===== src/rtl/matrix_scan_scheduler.sv =====
// matrix_scan_scheduler
//   Sequencer for the 5x7 LED matrix display path. One of the five 7-bit
//   column patterns is strobed onto the matrix in each column slot. The block
//   also owns the display-mode selector. It alternates between the FSM-state
//   image and the water-level bar every FRAMES_PER_VIEW frames, and it only
//   switches on a frame boundary. A change of estado_atual forces the state
//   image at the next frame boundary.
//
// Parameters
//   TICK_DIV         clocks per column slot (>= 2)
//   FRAMES_PER_VIEW  frames shown per view before toggling (>= 1)
//   BLANK_CYCLES     anti-ghost blank clocks per slot (< TICK_DIV)
//
// Optional feature macro: MATRIX_GHOST_BLANK_EN
//   When the macro is defined, each tick loads row_data and forces col_sel
//   to 0. The strobe is applied BLANK_CYCLES clocks later. When the macro is
//   undefined, col_sel switches directly on the tick and there is no blank
//   counter.
//
// Ports
//   clk           in   1  system clock, rising edge
//   reset         in   1  asynchronous, active-high
//   enable        in   1  1 = scan runs, 0 = matrix dark and counters frozen
//   estado_atual  in   2  current FSM state, used for change detection
//   col_4..col_0  in   7  column patterns
//   selector      out  1  1 = state image view, 0 = water-level view
//   col_sel       out  5  one-hot column strobe, active-high
//   row_data      out  7  row drive for the strobed column
//   frame_pulse   out  1  1-clk pulse in the cycle column 4 is loaded
//
// Handshake: there is none. The inputs are sampled level-wise on every
// rising edge, and the outputs are registered.

module matrix_scan_scheduler #(
    parameter int TICK_DIV        = 1000,
    parameter int FRAMES_PER_VIEW = 100,
    parameter int BLANK_CYCLES    = 16
) (
    input  logic       clk,
    input  logic       reset,
    input  logic       enable,
    input  logic [1:0] estado_atual,
    input  logic [6:0] col_4,
    input  logic [6:0] col_3,
    input  logic [6:0] col_2,
    input  logic [6:0] col_1,
    input  logic [6:0] col_0,
    output logic       selector,
    output logic [4:0] col_sel,
    output logic [6:0] row_data,
    output logic       frame_pulse
);

    localparam int PW = (TICK_DIV > 1) ? $clog2(TICK_DIV) : 1;
    localparam int DW = (FRAMES_PER_VIEW > 1) ? $clog2(FRAMES_PER_VIEW + 1) : 1;

    if (TICK_DIV < 2 || FRAMES_PER_VIEW < 1 || BLANK_CYCLES >= TICK_DIV) begin : g_param_check
        $error("matrix_scan_scheduler: illegal parameter combination");
    end

    typedef enum logic {
        VIEW_WATER = 1'b0,
        VIEW_STATE = 1'b1
    } view_t;

    view_t          view;
    logic [PW-1:0]  prescaler;
    logic [2:0]     idx;
    logic [DW-1:0]  dwell;
    logic           pending;
    logic           primed;
    logic [1:0]     estado_prev;

    logic           tick;
    logic           change;
    logic [6:0]     col_mux;
    logic [4:0]     strobe;

`ifdef MATRIX_GHOST_BLANK_EN
    localparam int BW = (BLANK_CYCLES > 0) ? $clog2(BLANK_CYCLES + 1) : 1;
    logic [BW-1:0]  blank_cnt;
    logic [4:0]     strobe_hold;
`endif

    // The view state register is the selector; it doubles as the FSM debug view.
    assign selector = (view == VIEW_STATE);

    assign tick   = (prescaler == PW'(TICK_DIV - 1));
    assign change = primed && (estado_atual != estado_prev);
    assign strobe = 5'b00001 << idx;

    always_comb begin
        col_mux = 7'h00;
        case (idx)
            3'd0:    col_mux = col_0;
            3'd1:    col_mux = col_1;
            3'd2:    col_mux = col_2;
            3'd3:    col_mux = col_3;
            3'd4:    col_mux = col_4;
            default: col_mux = 7'h00;
        endcase
    end

    always_ff @(posedge clk or posedge reset) begin
        if (reset) begin
            prescaler   <= '0;
            idx         <= 3'd0;
            col_sel     <= 5'b00000;
            row_data    <= 7'h00;
            view        <= VIEW_STATE;
            frame_pulse <= 1'b0;
            dwell       <= '0;
            pending     <= 1'b0;
            primed      <= 1'b0;
            estado_prev <= 2'b00;
`ifdef MATRIX_GHOST_BLANK_EN
            blank_cnt   <= '0;
            strobe_hold <= 5'b00000;
`endif
        end else begin
            // Change detection runs even while the scan is disabled.
            estado_prev <= estado_atual;
            primed      <= 1'b1;
            if (change) begin
                pending <= 1'b1;
            end

            if (enable) begin
                if (tick) begin
                    prescaler <= '0;
                    row_data  <= col_mux;
`ifdef MATRIX_GHOST_BLANK_EN
                    if (BLANK_CYCLES == 0) begin
                        col_sel <= strobe;
                    end else begin
                        col_sel     <= 5'b00000;
                        strobe_hold <= strobe;
                        blank_cnt   <= BW'(BLANK_CYCLES);
                    end
`else
                    col_sel <= strobe;
`endif
                    idx         <= (idx == 3'd4) ? 3'd0 : idx + 3'd1;
                    frame_pulse <= (idx == 3'd4);

                    // Frame boundary: a change seen on this very edge counts as pending,
                    // so that it beats a dwell expiry on the same edge.
                    if (idx == 3'd4) begin
                        if (pending || change) begin
                            view    <= VIEW_STATE;
                            dwell   <= '0;
                            pending <= 1'b0;
                        end else if (dwell == DW'(FRAMES_PER_VIEW - 1)) begin
                            view  <= (view == VIEW_STATE) ? VIEW_WATER : VIEW_STATE;
                            dwell <= '0;
                        end else begin
                            dwell <= dwell + DW'(1);
                        end
                    end
                end else begin
                    prescaler   <= prescaler + PW'(1);
                    frame_pulse <= 1'b0;
`ifdef MATRIX_GHOST_BLANK_EN
                    if (blank_cnt != '0) begin
                        blank_cnt <= blank_cnt - BW'(1);
                        if (blank_cnt == BW'(1)) begin
                            col_sel <= strobe_hold;
                        end
                    end
`endif
                end
            end else begin
                col_sel     <= 5'b00000;
                row_data    <= 7'h00;
                frame_pulse <= 1'b0;
`ifdef MATRIX_GHOST_BLANK_EN
                blank_cnt   <= '0;
`endif
            end
        end
    end

endmodule

===== config.mk =====
export PLATFORM = sky130hd
export DESIGN_NAME = matrix_scan_scheduler
export DESIGN_NICKNAME = d
export VERILOG_FILES = /design/src/rtl/matrix_scan_scheduler.sv
export SDC_FILE = /design/constraint.sdc
export NUM_CORES = 1
export LEC_CHECK = 0
export ABC_AREA = 1
export BUFFER_PORTS_ARGS = -buffer_cell sky130_fd_sc_hd__buf_2
export CAP_MARGIN = 25
export CELL_PAD_IN_SITES_DETAIL_PLACEMENT = 0
export CELL_PAD_IN_SITES_GLOBAL_PLACEMENT = 1
export CORE_MARGIN = 3
export CORE_UTILIZATION = 40
export CTS_BUF_LIST = sky130_fd_sc_hd__clkbuf_8
export DETAILED_ROUTE_END_ITERATION = 12
export GPL_ROUTABILITY_DRIVEN = 1
export GPL_TIMING_DRIVEN = 0
export PLACE_DENSITY = 0.89
export SLEW_MARGIN = 0
export SYNTH_ARGS = -nofsm -noshare
export SYNTH_HDL_FRONTEND = slang
export SYNTH_SLANG_ARGS = --single-unit

===== constraint.sdc =====
create_clock -name clk -period 4.15 [get_ports clk]
set_clock_uncertainty 0.1 [all_clocks]
set_input_delay 1.0375 -clock clk [delete_from_list [all_inputs] [get_ports clk]]
set_output_delay 1.0375 -clock clk [all_outputs]
set_load 0.02 [all_outputs]

==> results of run 1 <==
==> per-layer routing <==
layer	vias up	wire (µm)	track usage [%]	share of wire, %
met3	10	238	3.51	5.0
met2	45	2300	28.9	48
li1	1026	-	-	-
met5	-	0	0	0
met1	858	2160	20.4	45
met4	0	87	6.36	1.8
==> power groups by stage <==
stage	Clock [µW]	Combinational, µW	Sequential (µW)
2_1_floorplan	0	172	465
3_3_place_gp	0	230	467
3_5_place_dp	0	234	468
4_1_cts	244	235	461
5_1_grt	255	274	469
6_report	235	233	461
==> sequential cells by signal (all words and copies together) (netlist names) <==
register	count
idx	3
col_sel	5
pending	1
row_data	7
selector	1
frame_pulse	1
primed	1
estado_prev	2
dwell	7
prescaler	10
==> cell usage after synthesis, drive strengths merged <==
library cell / number
ha: 7
dfstp: 1
o211ai: 3
or2: 1
clkbuf: 1
o21ai: 17
dfrtp: 37
nor3: 4
a21oi: 4
nand3: 16
o21a: 1
inv: 34
conb: 1
nor2: 29
nand2: 122
nand4: 6
buf: 2
o22ai: 1
xor2: 4
==> cell families after synthesis <==
group | Yosys count | share of synthesized area [%]
compound gates | 26 | 6.59
other cells | 1 | 0.175
fa+ha+maj | 7 | 4.08
flops | 38 | 44.4
buf+inv | 37 | 7.29
simple gates | 178 | 35.9
xor+xnor | 4 | 1.63
==> metrics by stage <==
| step | hold slack, ns | setup WS (ns) | instances | utilization (%) | power, µW |
|---|---|---|---|---|---|
| after global routing | 0.397 | 2.00 | 420 | 50.0 | 998 |
| after CTS | 0.380 | 2.01 | 420 | 50.0 | 940 |
| after floorplan | 0.357 | 2.15 | 291 | - | 637 |
| final | 0.374 | 2.02 | 420 | 50.0 | 929 |
| after global placement | 0.357 | 1.59 | 413 | 48.5 | 697 |
| after detailed placement | 0.367 | 2.04 | 413 | 48.5 | 702 |
==> cell usage in the layout, fill, tap and decap left out, drive strengths merged <==
| cell | count |
|---|---|
| nor2 | 29 |
| buf | 54 |
| o211ai | 3 |
| clkbuf | 6 |
| nand3 | 16 |
| conb | 1 |
| nor3 | 4 |
| a21oi | 4 |
| or2 | 1 |
| nand4 | 6 |
| o21ai | 17 |
| dfrtp | 37 |
| nand2 | 122 |
| xor2 | 4 |
| inv | 36 |
| o21a | 1 |
| ha | 7 |
| dfstp | 1 |
| o22ai | 1 |
==> how the worst min path moves through the flow <==
stage,start,endpoint,cells after the start,slack (ns)
after floorplan,prescaler[5],prescaler[5],1,0.36
final,selector,selector,2,0.37
after detailed placement,row_data[2],row_data[2],2,0.37
after global placement,selector,selector,2,0.36
after global routing,selector,selector,2,0.40
after CTS,selector,selector,2,0.38
==> cell type report <==
class | count | area share, %
multi-input cells | 216 | 40.4
well taps | 70 | 3.41
inverters | 34 | 5.06
repair buffers | 52 | 10.1
flip-flops and latches | 38 | 37.0
clock inverters | 2 | 0.292
clock buffers | 5 | 2.68
plain buffers | 3 | 1.02
==> out/results.txt, run 1 <==
worst-case reg-to-reg path depth - 8
first-pass GRT wire length - 8310 µm
multi-input logic area - 0.00104 mm²
1st-iter DRT viols - 86
Crit. path cell count - 1
vias in the first global route - 1910
drt pass-1 iters - 4
FF+latch area - 952 µm²
Vias per Instance - 4.62
Crit-path slowest cell - dfstp_2
fin crit period - 2.13 ns
I/O Pins - 54
clock share of power - 25.3%
maximum clock rate - 470 MHz
Fin Setup TNS - 0 ns
Sequential Power Share - 49.6%
hold_buf cts - 0
WL final - 4790 µm
Avg Synthesized Cell Area - 7.37 µm²
root buf cell - clkbuf_8
post-synthesis sequential area ratio - 44.4%
Worst-Skew Late Latency - 0.29 ns
FF-to-FF setup slack - 2.37 ns
largest net degree at the start of global routing - 39
fillers - 536
total track usage - 16.7%
worst min-delay path category - flip-flop to flip-flop
CP Launch Point - selector
crit path kind - flip-flop to primary output
post_cts resized - 0
gpl congestion - 0.805
area leader, netlist - dfrtp_1
peak supply drop - 0.151 mV
cell area after synthesis - 0.00215 mm²
top cells by area, synth - dfrtp_1 (43%), nand2_1 (21%), inv_1 (5.2%)
syn nets - 338
Max Buffers Root-to-Sink - 2
post-CTS setup buffers - 0
H-tree levels - 2
Critical Path End Type - primary output
unrepaired setup endpoints after global routing - false
period utilization - 51.2%
Final Hold Viols - 0
final setup violation count - 0
die area - 0.00628 mm²
reg-to-reg endpoint - row_data[4]
Gate Count Post-Synth - 291
Leak Pwr - 0.00146 µW
NetSw - 313 µW
Clock Sinks - 38
DIE WIDTH - 79.2 µm
residual DRC count - 0
worst path required time - 3.01 ns
Area after DPL - 0.00249 mm²
Synth Register Bits - 38
CTS buffer count - 5
WP buf/inv - 1
die height - 79.2 µm
top-area cell type share of the netlist area - 43.1%
antenna-violating nets left - 0
initial antenna violation count - 0
Worst path max stage delay - 0.54 ns
ant diodes - 0
clock-pin slew on the worst setup and hold paths - 0.07 ns
outcome - finished, final reports clean
Finished Cell Area - 0.00257 mm²
relative max-transition margin - 46.7%
via count - 1939
Top delay family on crit path - flip-flops
Unique masters post-synth - 29
CTS tree - built
Core Rows - 26
internal power - 616 µW
Initial Util - 41.7%
worst slew pin tran - 0.798 ns
GR Overflow Total - 0
port bufs - 52
Pins Over Slew Limit - 0
FF-to-FF Start - idx[0]
Net count, final - 397
Switching Share - 33.7%
critical path fanouts, max - 3
share of cells above drive strength 1 - 22.3%
Comb power frac - 25.0%
PwrDens - 361 mW/mm²
Syn-to-layout area delta - 19.8%
CP startpoint kind - flip-flop
Data arrival, critical path - 0.99 ns
Final HPWL DP - 3590 µm
Core Area - 0.00514 mm²
worst path cell trace - buf_2
Yosys warnings - 0
crit path to - selector
wire per inst - 11.4 µm
max cap viols - 0
Power figures use the tool's default switching activity.
==> inputs of run 2 (changes only) <==
Settings changed: CORE_UTILIZATION 40 to 35, PLACE_DENSITY 0.89 to 0.83.
Clock period 4.15 ns to 1.89 ns, I/O delays scaled along.
==> out/results.txt, run 2 (synthesis results as in run 1) <==
Final WS setup - 0.204 ns (-1.82 ns)
relative max-transition margin - 46.5% (-0.21 points)
FF-to-FF setup slack - 0.20 ns (-2.17 ns)
WL final - 4940 µm (+3.3%)
CTS buffer count - 5 (unchanged)
GR Overflow Total - 0 (unchanged)
commonest non-fill, non-tap cell in the layout - nand2_1
max FFs per register - 10 (unchanged)
initial antenna violation count - 0 (unchanged)
total power - 2220 µW (+140%)
DIE WIDTH - 84.3 µm (+6.4%)
Max Buffers Root-to-Sink - 2 (unchanged)
hold_sp - estado_atual[0]
Leak Pwr - 0.00147 µW (+0.59%)
ant diodes - 0 (unchanged)
most frequent CP cell - nand2_1
multi-input logic area - 0.00104 mm² (+0.48%)
Switching Share - 32.6% (-1.1 points)
die area - 0.00711 mm² (+13%)
Hold Path Depth - 1 (-1)
pre-CTS WS - 0.0877 ns (-1.95 ns)
worst slew pin tran - 0.802 ns (+0.00315 ns)
total track usage - 15.0% (-1.8 points)
CTS tree - built
most flop-heavy register - prescaler
biggest regs - prescaler: 10 flops, dwell: 7 flops, row_data: 7 flops
share of cells above drive strength 1 - 24.0% (+1.7 points)
Syn-to-layout area delta - 21.5%
critical path fanouts, max - 8 (+5)
Data arrival, critical path - 1.78 ns (+0.79 ns)
FF+latch area - 952 µm² (unchanged)
Clock Sinks - 38 (unchanged)
Final HPWL DP - 3760 µm (+4.7%)
antenna-violating nets left - 0 (unchanged)
peak supply drop - 0.320 mV (+110%)
Pins Over Slew Limit - 0 (unchanged)
FF-to-FF Start - prescaler[0]
I/O Pins - 54 (unchanged)
crit path kind - flip-flop to flip-flop
worst path cell trace - ha_1, nand2_2, nor2_4, nand3_2, nor3_4, inv_4, nand2_1, nand2_1
Net count, final - 396 (-0.25%)
WP buf/inv - 1 (unchanged)
most frequent cells in the layout - nand2_1 (118), buf_2 (52), dfrtp_1 (37)
outcome - finished, final reports clean
largest net degree at the start of global routing - 39 (unchanged)
Core Rows - 27 (+3.8%)
first-pass GRT wire length - 8680 µm (+4.5%)
internal power - 1500 µW (+140%)
H-tree levels - 2 (unchanged)
Crit-path slowest cell - dfrtp_1
CP startpoint kind - flip-flop
Worst path max stage delay - 0.37 ns (-0.17 ns)
worst-case reg-to-reg path depth - 8 (unchanged)
Initial Util - 37.6% (-4.2 points)
final setup violation count - 0 (unchanged)
vias in the first global route - 1900 (-0.52%)
Core Area - 0.00571 mm² (+11%)
1st-iter DRT viols - 78 (-9.3%)
root buf cell - clkbuf_8
residual DRC count - 0 (unchanged)
Fin Setup TNS - 0 ns (unchanged)
unrepaired setup endpoints after global routing - false
port bufs - 52 (unchanged)
clock-pin slew on the worst setup and hold paths - 0.08 ns (about the same)
NetSw - 724 µW (+130%)
drt pass-1 iters - 4 (unchanged)
fillers - 602 (+12%)
gpl congestion - 0.793 (-1.5%)
wire per inst - 11.7 µm (+2.8%)
Critical Path End Type - flip-flop
fin crit period - 1.69 ns
die height - 84.3 µm (+6.4%)
worst min-delay path category - input port to flip-flop
reg-to-reg endpoint - dwell[5]
Sequential Power Share - 45.7% (-3.9 points)
period utilization - 89.2%
Top delay family on crit path - simple AND/OR/NAND/NOR gates
clock share of power - 30.9% (+5.6 points)
PwrDens - 853 mW/mm² (+140%)
Vias per Instance - 4.65 (+0.71%)
final core utilization - 45.6% (-4.4 points)
Worst Hold Path EP - estado_prev[0]
Final Hold Viols - 0 (unchanged)
worst path required time - 1.98 ns (-1.03 ns)
via count - 1962 (+1.2%)
maximum clock rate - 593 MHz
max cap viols - 0 (unchanged)
Worst-Skew Late Latency - 0.29 ns (about the same)
Comb power frac - 23.4% (-1.6 points)
run 2: changes by cell type in the layout (fill, tap and decap cells not counted), sizes merged:
| cell | delta |
|---|---|
| inv | -2 |
| clkinv | +2 |
| bufinv | +1 |
| clkbuf | -1 |
run 2: worst max-delay path by stage:
stage                     slack (ns)  cells past startpoint         start          end
after floorplan                 0.37                      8        idx[0]  row_data[1]
after global placement         -0.13                      2         reset  row_data[5]
after detailed placement        0.09                      8        idx[0]  row_data[1]
after CTS                       0.05                      8        idx[0]  row_data[1]
after global routing            0.04                      8  prescaler[1]     dwell[4]
final                           0.20                      8  prescaler[0]     dwell[5]
run 2: metrics by stage:
stage | cells | instance area (µm²) | hold WS (ns)
floorplan | 291 | 2150 | 0.357
global placement | 415 | 2500 | 0.353
detailed placement | 415 | 2500 | 0.364
CTS | 423 | 2610 | 0.202
global route | 422 | 2610 | 0.195
finish | 422 | 2610 | 0.206
run 2: final cells by class:
type                    count  area share (%)
flip-flops and latches     38            36.5
clock inverters             3            1.54
well taps                  72            3.46
multi-input cells         216            40.0
repair buffers             52            9.99
clock buffers               5            2.64
plain buffers               2           0.864
inverters                  34            4.99
run 2: power groups by stage:
stage	logic, µW	registers (µW)	clock network, µW
floorplan	379	1020	0
global placement	507	1030	0
detailed placement	517	1030	0
CTS	521	1010	697
global route	611	1030	738
finish	520	1010	688
run 2: layer usage:
layer | vias to the layer above | track usage (%) | wire [µm]
li1 | 1022 | - | -
met1 | 886 | 19.5 | 2350
met2 | 48 | 23.9 | 2200
met3 | 6 | 4.42 | 319
met4 | 0 | 4.82 | 76
met5 | - | 0 | 0
run 2: repair_timing:
item	CTS	global route
buffers inserted	0	0
hold buffers	0	0
gates resized for setup	0	3
endpoints found under the setup margin	0	7
run 2: worst reg2reg max path, cell delays in order (launching register included):
cell and delay (ns):
dfrtp_1 0.37, ha_1 0.24, nand2_2 0.09, nor2_4 0.10
nand3_2 0.12, nor3_4 0.35, inv_4 0.08, nand2_1 0.08
nand2_1 0.05
==> inputs of run 3 (changes only) <==
Settings changed: ABC_AREA 1 to unset, CORE_UTILIZATION 35 to 38, CTS_CLUSTER_SIZE set to 14, RECOVER_POWER set to 50.
==> out/results.txt, run 3 <==
Unique masters post-synth - 44 (+52%)
worst min-delay path category - input port to flip-flop
critical path fanouts, max - 6 (-2)
CTS buffer count - 5 (unchanged)
share of cells above drive strength 1 - 41.8% (+18 points)
period utilization - 97.4% (+8.2 points)
total power - 1720 µW (-22%)
Core Rows - 25 (-7.4%)
Final WS setup - 0.0483 ns (-0.155 ns)
PwrDens - 641 mW/mm² (-25%)
Clock Sinks - 38 (unchanged)
Area after DPL - 0.00238 mm² (-4.8%)
die area - 0.00626 mm² (-12%)
first-pass GRT wire length - 8420 µm (-3.0%)
vias in the first global route - 1781 (-6.3%)
CP Launch Point - idx[0]
final setup violation count - 0 (unchanged)
Syn-to-layout area delta - 32.3%
Vias per Instance - 5.51 (+19%)
wire per inst - 15.8 µm (+35%)
residual DRC count - 0 (unchanged)
clock-pin slew on the worst setup and hold paths - 0.08 ns (about the same)
Avg Synthesized Cell Area - 10.9 µm² (+47%)
Initial Util - 41.1% (+3.5 points)
commonest non-fill, non-tap cell in the layout - buf_2
hold_buf cts - 0 (unchanged)
biggest regs - prescaler: 10 flops, dwell: 7 flops, row_data: 7 flops
post-synthesis sequential area ratio - 46.9% (+2.5 points)
CTS tree - built
Final Hold Viols - 0 (unchanged)
root buf cell - clkbuf_8
Finished Cell Area - 0.00269 mm² (+3.2%)
Yosys warnings - 0 (unchanged)
ant diodes - 0 (unchanged)
FF-to-FF setup slack - 0.05 ns (-0.16 ns)
WL final - 5090 µm (+3.0%)
CP startpoint kind - flip-flop
count leader, synth - dfrtp_1
DIE WIDTH - 79.1 µm (-6.1%)
Leak Pwr - 0.00129 µW (-12%)
area leader, netlist - dfrtp_1
antenna-violating nets left - 0 (unchanged)
1st-iter DRT viols - 105 (+35%)
worst slew pin tran - 0.808 ns (+0.00649 ns)
Post-synth ARST share - 100% (unchanged)
largest net degree at the start of global routing - 39 (unchanged)
Data arrival, critical path - 1.92 ns (+0.14 ns)
FF-to-FF Start - idx[0]
Final HPWL DP - 3550 µm (-5.6%)
Worst-Skew Late Latency - 0.29 ns (about the same)
I/O Pins - 54 (unchanged)
pre-CTS WS - -0.299 ns (-0.387 ns)
Gate Count Post-Synth - 187 (-36%)
final hold slack - 0.224 ns (+0.0184 ns)
Synth Register Bits - 38 (unchanged)
Critical Path End Type - flip-flop
max FFs per register - 10 (unchanged)
most flop-heavy register - prescaler
top-area cell type share of the netlist area - 45.6% (+2.4 points)
top cells by count, synth - dfrtp_1 (37), nor2_1 (15), a22o_1 (13)
H-tree levels - 2 (unchanged)
initial antenna violation count - 0 (unchanged)
worst path required time - 1.97 ns (about the same)
peak supply drop - 0.302 mV (-5.8%)
gpl congestion - 0.799 (+0.83%)
total track usage - 17.2% (+2.2 points)
reg-to-reg endpoint - row_data[2]
dominant synthesized flop cell - dfrtp_1
fin crit period - 1.84 ns (+0.155 ns)
crit path to - row_data[2]
top cells by area, synth - dfrtp_1 (46%), a22o_1 (5.6%), ha_1 (4.3%)
Max Buffers Root-to-Sink - 2 (unchanged)
outcome - finished, final reports clean
GR Overflow Total - 0 (unchanged)
Core Area - 0.00494 mm² (-13%)
relative max-transition margin - 46.1% (-0.43 points)
via count - 1781 (-9.2%)
number of synthesized flops with an enable pin - 0 (unchanged)
port bufs - 52 (unchanged)
die height - 79.1 µm (-6.1%)
maximum clock rate - 543 MHz (-8.4%)
worst-case reg-to-reg path depth - 6 (-2)
Pins Over Slew Limit - 0 (unchanged)
syn nets - 234 (-31%)
Net count, final - 302 (-24%)
max cap viols - 0 (unchanged)
cell area after synthesis - 0.00203 mm² (-5.3%)
most frequent cells in the layout - buf_2 (49), dfrtp_1 (35), nor2_1 (15)
unrepaired setup endpoints after global routing - true
drt pass-1 iters - 4 (unchanged)
crit path kind - flip-flop to flip-flop
run 3: cell count changes after synthesis, sizes merged, moves of 4 or more:
| cell | delta |
|---|---|
| o21ai | -8 |
| a22o | +13 |
| a22oi | +7 |
| inv | -27 |
| nand3 | -11 |
| nand2 | -114 |
| xnor2 | +6 |
| a222oi | +4 |
| nor2 | -14 |
| mux2 | +5 |
run 3: through the flow:
stage / std cells / util, % / TNS (ns)
2_1_floorplan: 187 / - / 0
3_3_place_gp: 306 / 48.1 / -4.54
3_5_place_dp: 306 / 48.1 / -2.56
4_1_cts: 318 / 51.6 / 0
5_1_grt: 323 / 54.4 / -0.0325
6_report: 323 / 54.4 / 0
run 3: worst min-delay path by stage:
stage	start	endpoint	slack (ns)	cells after the start
global placement	col_sel[4]	col_sel[4]	0.36	1
detailed placement	selector	selector	0.37	2
finish	estado_atual[0]	estado_prev[0]	0.22	1
floorplan	prescaler[4]	prescaler[4]	0.37	1
global route	estado_atual[0]	estado_prev[0]	0.21	1
CTS	estado_atual[0]	estado_prev[0]	0.20	1
run 3: metal layers:
layer  vias up  part of all wire (%)  GRT usage [%]
li1        848                     -              -
met1       864                    44           21.3
met2        57                    48           27.9
met3        12                   5.4           4.08
met5         -                     0              0
met4         0                   3.2           8.42
run 3: cell type report:
type	count	area [µm²]
fillers	469	2250
inverters	7	26.3
flip-flops and latches	38	955
repair buffers	62	345
plain buffers	6	53.8
clock buffers	6	82.6
clock inverters	2	12.5
well taps	67	83.8
multi-input cells	135	1130
run 3: cells by family after synthesis:
family | share of synthesized area, %
multiplexers | 2.77
other | 0.185
XOR/XNOR | 4.31
flip-flops | 46.9
AO/OA/AOI/OAI | 21.4
adder cells (fa/ha/maj) | 4.31
buffers and inverters | 3.20
AND/OR/NAND/NOR | 16.9
run 3: repair_timing:
item,CTS,global route
buffers inserted,4,5
resized for setup,13,23
pin swaps,2,8
endpoints found under the setup margin,16,26
gates cloned,1,0
run 3: report_power, final:
part | switching, µW | total, µW | internal, µW
clock network | 301 | 595 | 293
logic | 94.3 | 194 | 99.3
registers | 68.7 | 935 | 866
total | 464 | 1720 | 1260
run 3: critical path, stage by stage (launching register included):
cell and delay (ns):
dfrtp_1 0.42, buf_4 0.16, ha_4 0.15, ha_4 0.18, clkbuf_2 0.16, a221o_1 0.36
a22o_1 0.20
